$ cat config.mk
export PLATFORM = sky130hd
export DESIGN_NAME = seg7_scan_sched_flat
export DESIGN_NICKNAME = d
export VERILOG_FILES = /design/src/rtl/seg7_scan_sched_pkg.sv /design/src/rtl/seg7_scan_sched_if.sv /design/src/rtl/seg7_tick_div.sv /design/src/rtl/seg7_scan_sched.sv /design/src/flat_wrapper.sv
export SDC_FILE = /design/constraint.sdc
export NUM_CORES = 1
export LEC_CHECK = 0
export ABC_AREA = 1
export ABC_CLOCK_PERIOD_IN_PS = 3200
export CORE_MARGIN = 2
export CORE_UTILIZATION = 35
export DETAILED_ROUTE_END_ITERATION = 16
export PLACE_DENSITY = 0.52
export SETUP_SLACK_MARGIN = 0.15
export SYNTH_ARGS = -nofsm -noshare
export SYNTH_HDL_FRONTEND = slang
export SYNTH_HIERARCHICAL = 1
export SYNTH_SLANG_ARGS = --single-unit
$ cat constraint.sdc
create_clock -name clk -period 3.2 [get_ports clk]
set_clock_uncertainty 0.2 [all_clocks]
set_input_delay 0.8 -clock clk [delete_from_list [all_inputs] [get_ports clk]]
set_output_delay 0.8 -clock clk [all_outputs]
set_load 0.005 [all_outputs]
$ cat src/rtl/seg7_scan_sched_pkg.sv
// Shared constants, types and the leading-zero blanking helper for the
// 4-digit 7-segment scan scheduler.
package seg7_pkg;

    localparam logic [1:0] MODE_OFF    = 2'b00;
    localparam logic [1:0] MODE_STEADY = 2'b01;
    localparam logic [1:0] MODE_BLINK  = 2'b10;

    localparam logic [3:0] AN_OFF = 4'b1111;
    localparam logic [3:0] AN_DIG [0:3] = '{4'b1110, 4'b1101, 4'b1011, 4'b0111};

    typedef enum logic {
        ST_OFF,
        ST_SCAN
    } scan_state_e;

    typedef struct packed {
        logic [15:0] bcd;
        logic [3:0]  dp;
    } frame_t;

    // Bit n set means digit n is suppressed; digit0 is always shown.
    function automatic logic [3:0] lz_blank(input frame_t f, input logic en);
        logic z3, z32, z321;
        z3   = (f.bcd[15:12] == 4'd0);
        z32  = z3 && (f.bcd[11:8] == 4'd0);
        z321 = z32 && (f.bcd[7:4] == 4'd0);
        return {en && z3, en && z32, en && z321, 1'b0};
    endfunction

endpackage

$ cat src/rtl/seg7_scan_sched_if.sv
// Frame update handshake between a frame source and the scan scheduler.
interface seg7_scan_sched_if;

    logic        upd_valid;
    logic        upd_ready;
    logic [15:0] upd_bcd;
    logic [3:0]  upd_dp;

    modport master (output upd_valid, upd_bcd, upd_dp, input upd_ready);
    modport slave  (input upd_valid, upd_bcd, upd_dp, output upd_ready);

endinterface

$ cat src/rtl/seg7_tick_div.sv
// Scan-slot prescaler: one-cycle tick every SCAN_DIV enabled clocks, held at 0 when disabled.
module seg7_tick_div #(
    parameter int unsigned SCAN_DIV = 50000
) (
    input  logic clk,
    input  logic rst_n,
    input  logic en,
    output logic tick
);

    localparam int unsigned W = (SCAN_DIV > 1) ? $clog2(SCAN_DIV) : 1;
    localparam logic [W-1:0] LAST = W'(SCAN_DIV - 1);

    logic [W-1:0] cnt;

    assign tick = en && (cnt == LAST);

    always_ff @(posedge clk or negedge rst_n) begin
        if (!rst_n) begin
            cnt <= '0;
        end else if (!en || (cnt == LAST)) begin
            cnt <= '0;
        end else begin
            cnt <= cnt + W'(1);
        end
    end

endmodule

$ cat src/rtl/seg7_scan_sched.sv
// Scan scheduler for a 4-digit 7-segment display: double-buffered BCD frame,
// paced digit scan, steady/blink/off modes and leading-zero blanking.
module seg7_scan_sched
    import seg7_pkg::*;
#(
    parameter int unsigned SCAN_DIV  = 50000,
    parameter int unsigned BLINK_DIV = 250
) (
    input  logic             clk,
    input  logic             rst_n,
    seg7_scan_sched_if.slave upd,
    input  logic [1:0]       mode,
    input  logic             lzb_en,
    output logic [1:0]       digit_sel,
    output logic [3:0]       bcd_out,
    output logic             dp_n,
    output logic [3:0]       an_n,
    output logic             frame_done
);

    localparam int unsigned BW = (BLINK_DIV > 1) ? $clog2(BLINK_DIV) : 1;
    localparam logic [BW-1:0] BLINK_LAST = BW'(BLINK_DIV - 1);

    scan_state_e   state;
    frame_t        active;
    frame_t        pending;
    frame_t        frame_nxt;
    logic          pend_full;
    logic          tick;
    logic          scan_en;
    logic          eof;
    logic          swap;
    logic          accept;
    logic          vis;
    logic          dp_bit;
    logic [1:0]    nxt;
    logic [3:0]    blank;
    logic [3:0]    nib;
    logic [BW-1:0] blink_cnt;
    logic          blink_phase;

    // While OFF the prescaler only runs once a non-off mode is requested,
    // so the switch into SCAN lands on a slot boundary.
    assign scan_en = (state == ST_SCAN) || (mode != MODE_OFF);

    seg7_tick_div #(.SCAN_DIV(SCAN_DIV)) u_div (
        .clk  (clk),
        .rst_n(rst_n),
        .en   (scan_en),
        .tick (tick)
    );

    assign upd.upd_ready = ~pend_full;

    // Outputs for the slot being entered are built from the frame that will be
    // active after this edge, so a swapped-in frame is shown from its digit0.
    always_comb begin
        accept    = upd.upd_valid && !pend_full;
        eof       = tick && (state == ST_SCAN) && (digit_sel == 2'd3);
        swap      = pend_full && ((state == ST_OFF) || eof);
        frame_nxt = swap ? pending : active;
        nxt       = (state == ST_SCAN) ? digit_sel + 2'd1 : 2'd0;
        nib       = frame_nxt.bcd[{nxt, 2'b00} +: 4];
        dp_bit    = frame_nxt.dp[nxt];
        blank     = lz_blank(frame_nxt, lzb_en);
        vis       = !blank[nxt] && !((mode == MODE_BLINK) && !blink_phase);
    end

    always_ff @(posedge clk or negedge rst_n) begin
        if (!rst_n) begin
            state       <= ST_OFF;
            active      <= '0;
            pending     <= '0;
            pend_full   <= 1'b0;
            digit_sel   <= '0;
            bcd_out     <= '0;
            dp_n        <= 1'b1;
            an_n        <= AN_OFF;
            frame_done  <= 1'b0;
            blink_cnt   <= '0;
            blink_phase <= 1'b1;
        end else begin
            frame_done <= eof;

            if (swap) begin
                active <= pending;
            end

            if (accept) begin
                pending   <= '{bcd: upd.upd_bcd, dp: upd.upd_dp};
                pend_full <= 1'b1;
            end else if (swap) begin
                pend_full <= 1'b0;
            end

            if (tick) begin
                if (mode == MODE_OFF) begin
                    state       <= ST_OFF;
                    digit_sel   <= '0;
                    bcd_out     <= '0;
                    dp_n        <= 1'b1;
                    an_n        <= AN_OFF;
                    blink_cnt   <= '0;
                    blink_phase <= 1'b1;
                end else begin
                    state     <= ST_SCAN;
                    digit_sel <= nxt;
                    bcd_out   <= nib;
                    dp_n      <= vis ? ~dp_bit : 1'b1;
                    an_n      <= vis ? AN_DIG[nxt] : AN_OFF;
                    if (state == ST_SCAN) begin
                        if (mode == MODE_BLINK) begin
                            if (blink_cnt == BLINK_LAST) begin
                                blink_cnt   <= '0;
                                blink_phase <= ~blink_phase;
                            end else begin
                                blink_cnt <= blink_cnt + BW'(1);
                            end
                        end else begin
                            blink_cnt   <= '0;
                            blink_phase <= 1'b1;
                        end
                    end
                end
            end
        end
    end

endmodule

$ cat src/flat_wrapper.sv
// flat-port wrapper written by rule: the top's interface ports become plain ports
module seg7_scan_sched_flat import seg7_pkg::*;
#(
    parameter int unsigned SCAN_DIV  = 50000,
    parameter int unsigned BLINK_DIV = 250
)
  (clk, rst_n, mode, lzb_en, digit_sel, bcd_out, dp_n, an_n, frame_done, upd_upd_valid, upd_upd_bcd, upd_upd_dp, upd_upd_ready);
  seg7_scan_sched_if upd_i ();
  input  logic clk;
  input  logic rst_n;
  input  logic [1:0] mode;
  input  logic lzb_en;
  output logic [1:0] digit_sel;
  output logic [3:0] bcd_out;
  output logic dp_n;
  output logic [3:0] an_n;
  output logic frame_done;
  input wire logic [$bits(upd_i.upd_valid)-1:0] upd_upd_valid;
  input wire logic [$bits(upd_i.upd_bcd)-1:0] upd_upd_bcd;
  input wire logic [$bits(upd_i.upd_dp)-1:0] upd_upd_dp;
  output wire logic [$bits(upd_i.upd_ready)-1:0] upd_upd_ready;
  assign upd_i.upd_valid = upd_upd_valid;
  assign upd_i.upd_bcd = upd_upd_bcd;
  assign upd_i.upd_dp = upd_upd_dp;
  assign upd_upd_ready = upd_i.upd_ready;
  seg7_scan_sched #(.SCAN_DIV(SCAN_DIV), .BLINK_DIV(BLINK_DIV)) u_core (.clk(clk), .rst_n(rst_n), .upd(upd_i), .mode(mode), .lzb_en(lzb_en), .digit_sel(digit_sel), .bcd_out(bcd_out), .dp_n(dp_n), .an_n(an_n), .frame_done(frame_done));
endmodule
==> out/qor.csv, run 1 <==
metric,value,unit
status,"complete, no violations",
layout_commonest_cell,nand2_1,
cts.htree.levels,3,
final_nets,515,
groute.layer.met2.usage,24.17,%
via_count,2838,
critPathCaptureType,flip-flop,
number_of_distinct_library_cell_variants_in_the_gate_level_netlist_after_synthesis,34,
postCtsSetupBuffers,0,
cellLeakagePower,2.153,nW
power.total,0.002789,W
ant_nets,0,
grt-ovfl-total,0,
routabilityCongestion,0.8640,
track_usage,14.93,%
sequential_share_of_the_synthesized_area,52.50,%
core_area,10420,um^2
rsz_0062_raised_after_global_routing,no,
post_route_cells_drive_above_1_share,17.55,%
floorplan.initialDensity,36.29,%
critPathMaxFanout,7,
power_per_cell_area,609.3,nW/um^2
crit_type,in2reg,
dpl_worst_slack,-0.02652,ns
startpoint_type,primary input,
avgViaCountPerCell,4.534,
worstRegToRegCells,15,
io_pins,39,
wl_per_cell,12.44,um
via_count_of_the_first_global_routing_pass,2921,
grt_max_degree,51,
hold_path.class,in2async,
first_pass_iters,4,
critPathArrivalTime,2.88,ns
drc,0,
post_synth_instance_area,3780,um^2
timing.final.setup_violations,0,
floorplan.die.height,107.9,um
n_antenna_cell,0,
postSynthRegisterBits,79,
initial_antenna_violation_count,0,
hold_viol_final,0,
max_cap_violations,0,
met1_usage,18.90,%
max-slew-margin-rel,65.22,%
cts_buffers,9,
tightest_slew,0.5163,ns
synth_nets,458,
clock_sinks,79,
layout-area-overhead-vs-synth,21.12,%
most-common-layout-cells,"106 x nand2_1, 73 x dfrtp_1, 56 x nor2_1, 52 x inv_1, 37 x clkdlybuf4s50_1",
clk_latency,0.35,ns
detail_route.wirelength,7.785,mm
design.die.area,11650,um^2
layout_setup_ws,0.4118,ns
busiest_layer,met2,
clock_tree.root_cell,clkbuf_8,
period_needed,2.788,ns
max_clock_freq,358.7,MHz
post-route-period-util,87.13,%
place.detailed.hpwl,5.687,mm
die_w,107.9,um
ys.warnings.count,6,
rows,37,
synthCells,428,
worst-endpoint-required,3.30,ns
layout.filler_cells,1037,
syn-mean-instance-area,8.831,um^2
fin_hold_ws,0.1737,ns
hold_buffers,0,
timing.final.max_slew_violations,0,
tritoncts,yes,
cts.path.max_buffers,2,
cts.reportedPaths.clkPinSlew,0.08,ns
irDropWorstVdd,0.0003468,V
first_iter_violations,115,
portBuffers,38,
grt_pass1_wl,13.59,mm
grt_use_met3,4.177,%
[worst max-delay path, stage by stage]
cell and delay, ns:
clkdlybuf4s50_1 0.41, or2_2 0.30, inv_1 0.07, nand2_1 0.06
inv_1 0.06, nor2_2 0.04, nand3_2 0.08, nand2_2 0.09
buf_4 0.19, nand3_1 0.09, nand2_1 0.10, nor2_1 0.10
nand3_1 0.08, nand2_1 0.08, nand3_2 0.11, nand3_1 0.10
nand2_1 0.05, inv_1 0.06
[what timing repair did]
action,CTS,global route
setup endpoints to repair,0,5
hold endpoints to repair,0,0
resized for setup,0,2
[cell type report]
class	instances	area (um^2)	share of cell area, %
Inverter	53	198.9	4.345
Clock buffer	10	137.6	3.006
Clock inverter	6	43.79	0.9565
Timing Repair Buffer	54	510.5	11.15
Sequential cell	79	1984	43.35
Multi-Input combinational cell	288	1533	33.48
Tap cell	136	170.2	3.717
[kinds of logic after synthesis]
family,Yosys count,share of synthesized area [%]
multiplexers,19,5.661
XOR/XNOR,7,1.622
flip-flops,79,52.50
AO/OA/AOI/OAI,37,5.892
adder cells (fa/ha/maj),4,1.324
buffers and inverters,61,7.249
AND/OR/NAND/NOR,221,25.75
[cells in the mapped netlist]
cell type	instances	area, um^2
dfrtp_1	73	1827
o21ai_0	14	70.07
a31oi_1	1	6.260
ha_1	4	50.05
nor3b_1	4	30.03
o21bai_1	1	7.510
o21ai_1	4	20.02
nand2_4	2	22.52
inv_2	1	3.750
nand2_1	106	397.9
or2_2	5	31.28
nand3_2	3	30.03
nand4_1	7	43.79
xnor2_1	2	17.52
nor3_1	3	15.01
nor2_2	2	12.51
buf_8	2	30.03
nor2_1	57	214.0
nor3_2	1	10.01
xor2_1	5	43.79
buf_4	1	7.510
o21ai_2	5	43.79
inv_1	52	195.2
buf_2	3	15.01
dfstp_2	6	157.7
a211oi_1	1	7.510
nand2_2	8	50.05
and3_1	1	6.260
mux2_2	19	214.0
buf_6	2	22.52
o2111ai_1	2	17.52
nand3_1	22	110.1
a21oi_1	5	25.02
o22ai_1	4	25.02
[per-layer routing]
layer  wire [um]  part of all wire [%]  vias to the layer above
met5           0                     0                        -
met4         175                   2.2                        0
met3         261                   3.4                       14
met2        3643                    47                       43
met1        3704                    48                     1309
li1            -                     -                     1472
[worst paths after layout]
| kind | from | end | slack (ns) |
|---|---|---|---|
| worst max-delay path | mode[0] | u_core/an_n[1]$_DFFE_PN1P_ | 0.41 |
| worst min-delay path | rst_n | u_core/u_div/cnt[5]$_DFF_PN0_ | 0.17 |
| worst max register to register | u_core/u_div/cnt[0]$_DFF_PN0_ | u_core/an_n[1]$_DFFE_PN1P_ | 0.56 |
| worst min register to register | u_core/an_n[0]$_DFFE_PN1P_ | u_core/an_n[0]$_DFFE_PN1P_ | 0.28 |
| max in group asynchronous | rst_n | u_core/active[1]$_DFF_PN0_ | 2.03 |
| min in group clk | u_core/an_n[0]$_DFFE_PN1P_ | u_core/an_n[0]$_DFFE_PN1P_ | 0.28 |
[power by group]
| part | total [W] | switching (W) | internal (W) |
|---|---|---|---|
| Sequential | 0.00141 | 0.000153 | 0.00126 |
| Combinational | 0.000688 | 0.000350 | 0.000338 |
| Clock | 0.000689 | 0.000382 | 0.000307 |
| Total | 0.00279 | 0.000885 | 0.00190 |
[flip-flops by register name, summed over array words and instances, names as in the netlist]
signal              cells
u_core/pend_full        1
u_core/blink_phase      1
u_core/active          20
u_core/bcd_out          4
u_core/blink_cnt        8
u_core/pending         20
u_core/an_n             4
u_core/u_div/cnt       16
u_core/frame_done       1
u_core/state            1
u_core/dp_n             1
u_core/digit_sel        2
[per-stage QoR]
stage / cells / area, um^2 / setup TNS, ns / util [%]
floorplan: 428 / 3780 / 0 / -
global placement: 610 / 4385 / 0 / 42.10
detailed placement: 610 / 4385 / -0.03630 / 42.10
CTS: 626 / 4567 / 0 / 43.84
global route: 626 / 4578 / 0 / 43.95
finish: 626 / 4578 / 0 / 43.95
(Power assumes the default switching activity.)
==> run 2: changes to the inputs <==
--- a/config.mk
+++ b/config.mk
@@ -6,7 +6,7 @@
 export NUM_CORES = 1
 export LEC_CHECK = 0
 export ABC_AREA = 1
-export ABC_CLOCK_PERIOD_IN_PS = 3200
+export ABC_CLOCK_PERIOD_IN_PS = 3100
 export CORE_MARGIN = 2
 export CORE_UTILIZATION = 35
 export DETAILED_ROUTE_END_ITERATION = 16
==> constraint.sdc (replaced) <==
create_clock -name clk -period 3.1 [get_ports clk]
set_clock_uncertainty 0.2 [all_clocks]
set_input_delay 0.775 -clock clk [delete_from_list [all_inputs] [get_ports clk]]
set_output_delay 0.775 -clock clk [all_outputs]
set_load 0.005 [all_outputs]
==> run 2 against run 1 <==
  * Register-to-register slack worse by 0.11 ns
  * Global-route usage is 0.42 points lower
  * Combinational power is 11% higher
  * Wire length is 1.5% higher
  * Sequential power is 4% higher
  * Largest power group unchanged
  * Final cell count is 0.48% higher
  * Critical path depth stayed put
  * Non-clock buffer count is 2 higher
  * Largest cell class unchanged
==> out/qor.csv, run 2 (synthesized netlist as in run 1, its figures left out) <==
metric,value,unit,change
timing.final.max_slew_violations,0,,unchanged
critPathArrivalTime,2.84,ns,-0.04 ns
core_area,10420,um^2,unchanged
worstRegToRegCells,15,,unchanged
post-route-period-util,88.65,%,
initial_antenna_violation_count,0,,unchanged
n_antenna_cell,0,,unchanged
timing.final.setup_violations,0,,unchanged
cts.path.max_buffers,2,,unchanged
rrSetupSlack,0.45,ns,-0.11 ns
r2r-end,u_core/an_n[1]$_DFFE_PN1P_,,
power.total,0.002938,W,+5.3%
startpoint_type,primary input,,
cts.reportedPaths.clkPinSlew,0.09,ns,about the same
layout_setup_ws,0.3518,ns,-0.05996 ns
detail_route.wirelength,7.900,mm,+1.5%
design.die.area,11650,um^2,unchanged
first_iter_violations,98,,-15%
critPathCaptureType,flip-flop,,
layout-area-overhead-vs-synth,23.60,%,
floorplan.die.height,107.9,um,unchanged
ant_nets,0,,unchanged
grt_max_degree,42,,-18%
status,"complete, no violations",,
max_cap_violations,0,,unchanged
dpl_worst_slack,-0.09176,ns,-0.06524 ns
first_pass_iters,4,,unchanged
clk_latency,0.35,ns,about the same
power_per_cell_area,628.9,nW/um^2,+3.2%
crit_path_cell_trace,"clkdlybuf4s50_1, or2_2, inv_2, nand2_1, inv_1, nor2_2, nand3_2, nand2_4, buf_6, nand3_1, nand2_2, nor2_2, nand3_2, nand2_2, nand3_4, nand3_1, nand2_1, inv_1",,
stdcell_area,4672,um^2,+2.0%
hold_path.class,in2async,,
clock_sinks,79,,unchanged
final_nets,518,,+0.58%
cp_num_buf_inv,5,,unchanged
max_clock_freq,363.9,MHz,
tightest_slew,0.5584,ns,+0.04207 ns
r2r_start,u_core/u_div/cnt[0]$_DFF_PN0_,,
place.detailed.hpwl,5.663,mm,-0.43%
cts.htree.levels,3,,unchanged
irDropWorstVdd,0.0002760,V,-20%
period_needed,2.748,ns,
largest_registers,"u_core/active: 20 flops, u_core/pending: 20 flops, u_core/u_div/cnt: 16 flops",,
worst-endpoint-required,3.20,ns,-0.10 ns
io_pins,39,,unchanged
post_route_cells_drive_above_1_share,21.30,%,+3.7 points
hold_buffers,0,,unchanged
max-slew-margin-rel,62.38,%,-2.8 points
cellLeakagePower,2.168,nW,+0.68%
via_count_of_the_first_global_routing_pass,2772,,-5.1%
tritoncts,yes,,
cpMaxStageDelayCell,clkdlybuf4s50_1,,
grt_pass1_wl,13.27,mm,-2.3%
track_usage,14.51,%,-0.42 points
drc,0,,unchanged
setup.worst_path.start,mode[0],,
rsz_0062_raised_after_global_routing,no,,
critPathMaxFanout,7,,unchanged
grt-ovfl-total,0,,unchanged
avgViaCountPerCell,4.607,,+1.6%
delay_of_the_slowest_critical_path_stage,0.41,ns,about the same
wl_per_cell,12.56,um,+0.99%
cts_buffers,9,,unchanged
hold_viol_final,0,,unchanged
via_count,2898,,+2.1%
layout_commonest_cell,nand2_1,,
die_w,107.9,um,unchanged
most-common-layout-cells,"101 x nand2_1, 72 x dfrtp_1, 51 x inv_1, 51 x nor2_1, 37 x clkdlybuf4s50_1",,
crit_type,in2reg,,
post_dp_cell_area,4393,um^2,+0.17%
clock_tree.root_cell,clkbuf_8,,
routabilityCongestion,0.8578,,-0.72%
floorplan.initialDensity,36.29,%,unchanged
portBuffers,38,,unchanged
cpLargestDelayFamily,simple AND/OR/NAND/NOR gates,,
rows,37,,unchanged
## run 2: worst max-delay path by stage
stage / cells after the start / endpoint
5_1_grt: 18 / u_core/an_n[1]$_DFFE_PN1P_
3_5_place_dp: 17 / u_core/an_n[1]$_DFFE_PN1P_
6_report: 18 / u_core/an_n[1]$_DFFE_PN1P_
3_3_place_gp: 17 / u_core/dp_n$_DFFE_PN1P_
2_1_floorplan: 20 / u_core/dp_n$_DFFE_PN1P_
4_1_cts: 17 / u_core/an_n[1]$_DFFE_PN1P_
## run 2: report_power, final
part / internal [W] / total, W / leakage, nW / switching [W]
clock network: 0.000316 / 0.000711 / 0.0891 / 0.000396
registers: 0.00130 / 0.00146 / 0.944 / 0.000162
logic: 0.000370 / 0.000765 / 1.13 / 0.000395
total: 0.00199 / 0.00294 / 2.17 / 0.000952
## run 2: timing repair
item	CTS	global route
endpoints found under the setup margin	0	8
resized for setup	0	22
setup buffers	0	1
## run 2: layout make-up
class                           count  area, um^2
Fill cell                        1066        5744
Sequential cell                    79        1986
Multi-Input combinational cell    289        1608
Timing Repair Buffer               56       529.3
Inverter                           53       198.9
Tap cell                          136       170.2
Clock buffer                       10       137.6
Clock inverter                      6       42.54
## run 2: metrics by stage
| stage | hold slack [ns] | util [%] | TNS (ns) | std cells |
|---|---|---|---|---|
| floorplan | 0.2445 | - | 0 | 428 |
| global placement | 0.2574 | 42.17 | -0.1738 | 611 |
| detailed placement | 0.2641 | 42.17 | -0.3526 | 611 |
| CTS | 0.2032 | 43.90 | 0 | 627 |
| global route | 0.2183 | 44.85 | 0 | 629 |
| finish | 0.1935 | 44.85 | 0 | 629 |
## run 2: routing by layer
layer / global-route usage [%] / part of all wire, % / vias up
li1: - / - / 1479
met1: 19.03 / 48 / 1360
met2: 23.67 / 46 / 47
met3: 4.177 / 3.5 / 12
met4: 3.663 / 1.8 / 0
met5: 0 / 0 / -
==> run 3: changes to the inputs <==
--- a/config.mk
+++ b/config.mk
@@ -7,7 +7,6 @@
 export LEC_CHECK = 0
 export ABC_AREA = 1
 export ABC_CLOCK_PERIOD_IN_PS = 3100
-export CORE_MARGIN = 2
 export CORE_UTILIZATION = 35
 export DETAILED_ROUTE_END_ITERATION = 16
 export PLACE_DENSITY = 0.52
==> run 3 against run 2 <==
  * Die area decreased by 3.7%
  * Via count decreased by 1.0%
  * Clock power is 20% higher
  * Wire length increased by 1.4%
  * Fmax rose by 0.29%
  * Design area is 0.13% lower
  * Highest routed layer unchanged
  * Global-route usage grew 0.98 points
  * First-iteration DRC count up 13%
  * Register-to-register slack about the same
==> out/qor.csv, run 3 (synthesized netlist as in run 1, its figures left out) <==
metric,value,unit,change
cts.htree.levels,3,,unchanged
grt_pass1_wl,13.54,mm,+2.0%
core_area,10420,um^2,unchanged
crit_path_cell_trace,"clkdlybuf4s50_1, or2_2, inv_1, nand2_1, inv_1, nor2_2, nand3_2, nand2_4, buf_6, nand3_1, nand2_2, nor2_2, nand2_1, nand2_1, nand3_2, nand3_1, nand2_1, inv_1",,
largest_registers,"u_core/active: 20 flops, u_core/pending: 20 flops, u_core/u_div/cnt: 16 flops",,
timing.final.setup_violations,0,,unchanged
cellLeakagePower,2.191,nW,+1.1%
portBuffers,38,,unchanged
period_needed,2.740,ns,-0.008031 ns
layout_setup_ws,0.3599,ns,+0.008031 ns
clock_sinks,79,,unchanged
floorplan.initialDensity,36.29,%,unchanged
grt_max_degree,46,,+9.5%
status,"complete, no violations",,
max_cap_violations,0,,unchanged
cts_buffers,9,,unchanged
die_w,105.9,um,-1.9%
io_pins,39,,unchanged
hold_viol_final,0,,unchanged
post_route_cells_drive_above_1_share,18.66,%,-2.6 points
power_per_cell_area,658.0,nW/um^2,+4.6%
initial_antenna_violation_count,0,,unchanged
tritoncts,yes,,
layout-area-overhead-vs-synth,23.44,%,
dpl_worst_slack,-0.1436,ns,-0.05180 ns
floorplan.die.height,105.9,um,-1.9%
clk_latency,0.36,ns,about the same
first_iter_violations,111,,+13%
setup.worst_path.start,mode[0],,
timing.final.max_slew_violations,0,,unchanged
r2r_start,u_core/u_div/cnt[1]$_DFF_PN0_,,
track_usage,15.48,%,+0.98 points
hold_path.class,in2async,,
wl_per_cell,12.74,um,+1.4%
irDropWorstVdd,0.0002901,V,+5.1%
crit_top_cell,nand2_1,,
rsz_0062_raised_after_global_routing,no,,
avgViaCountPerCell,4.560,,-1.0%
post-route-period-util,88.39,%,-0.26 points
detail_route.wirelength,8.013,mm,+1.4%
tightest_slew,0.5699,ns,+0.01155 ns
clock_tree.root_cell,clkbuf_8,,
max-slew-margin-rel,61.60,%,-0.78 points
placed_cells_incl_taps,611,,unchanged
via_count_of_the_first_global_routing_pass,2802,,+1.1%
rows,37,,unchanged
layout_commonest_cell,nand2_1,,
via_count,2868,,-1.0%
first_pass_iters,4,,unchanged
delay_of_the_slowest_critical_path_stage,0.41,ns,about the same
critPathMaxFanout,7,,unchanged
max_clock_freq,364.9,MHz,+0.29%
ant_nets,0,,unchanged
cpMaxStageDelayCell,clkdlybuf4s50_1,,
worst-endpoint-required,3.21,ns,about the same
final_cell_count_no_fill,629,,unchanged
startpoint_type,primary input,,
most-common-layout-cells,"105 x nand2_1, 73 x dfrtp_1, 54 x nor2_1, 52 x inv_1, 37 x clkdlybuf4s50_1",,
crit_type,in2reg,,
design.die.area,11220,um^2,-3.7%
grt-ovfl-total,0,,unchanged
drc,0,,unchanged
hold_buffers,0,,unchanged
routabilityCongestion,0.8185,,-4.6%
final_core_util,44.79,%,-0.060 points
power.total,0.003070,W,+4.5%
n_antenna_cell,0,,unchanged
final_nets,518,,unchanged
place.detailed.hpwl,5.639,mm,-0.41%
cts.reportedPaths.clkPinSlew,0.08,ns,about the same
critPathCaptureType,flip-flop,,
critPathArrivalTime,2.85,ns,about the same
cts.path.max_buffers,2,,unchanged
[run 3: cell types whose count changed in the layout (fill, tap and decap cells not counted), sizes merged]
cell	before	now
bufinv	0	2
inv	55	53
clkbuf	10	11
clkinvlp	2	1
[run 3: final timing paths]
kind	slack [ns]	depth (start not counted)	end
worst max-delay path	0.36	18	u_core/an_n[1]$_DFFE_PN1P_
max in group asynchronous	1.93	2	u_core/pending[1]$_DFFE_PN0P_
min in group clk	0.27	1	u_core/u_div/cnt[0]$_DFF_PN0_
worst min register to register	0.27	1	u_core/u_div/cnt[0]$_DFF_PN0_
worst max register to register	0.46	17	u_core/an_n[1]$_DFFE_PN1P_
worst min-delay path	0.18	1	u_core/u_div/cnt[13]$_DFF_PN0_
[run 3: timing repair]
item	in CTS	in global routing
endpoints found under the setup margin	0	9
resized for setup	0	8
buffers inserted	0	1
[run 3: worst max-delay path, delay by kind of cell]
family                 cells  cell delay [ns]
AND/OR/NAND/NOR           13             1.32
buffers and inverters      5             0.77
[run 3: power breakdown]
part	internal, W	total (W)	switching (W)
Sequential	0.00130	0.00146	0.000164
Clock	0.000476	0.000856	0.000381
Combinational	0.000370	0.000749	0.000379
[run 3: per-layer routing]
layer / share of wire [%] / global-route usage [%] / vias up
met5: 0 / 0 / -
li1: - / - / 1475
met1: 48 / 20.43 / 1344
met3: 3.0 / 4.047 / 12
met4: 1.4 / 5.357 / 0
met2: 47 / 24.65 / 37
[run 3: cell type report]
| class | instances | area [um^2] |
|---|---|---|
| Fill cell | 1059 | 5751 |
| Clock buffer | 11 | 141.4 |
| Clock inverter | 5 | 81.33 |
| Sequential cell | 79 | 1984 |
| Inverter | 53 | 198.9 |
| Timing Repair Buffer | 56 | 529.3 |
| Multi-Input combinational cell | 289 | 1560 |
| Tap cell | 136 | 170.2 |
[run 3: per-stage QoR]
stage	instance area (um^2)	hold slack [ns]	setup TNS (ns)
detailed placement	4393	0.2596	-0.6358
floorplan	3780	0.2445	0
finish	4666	0.1766	0
CTS	4616	0.1810	0
global route	4666	0.1975	0
global placement	4393	0.2574	-0.3195
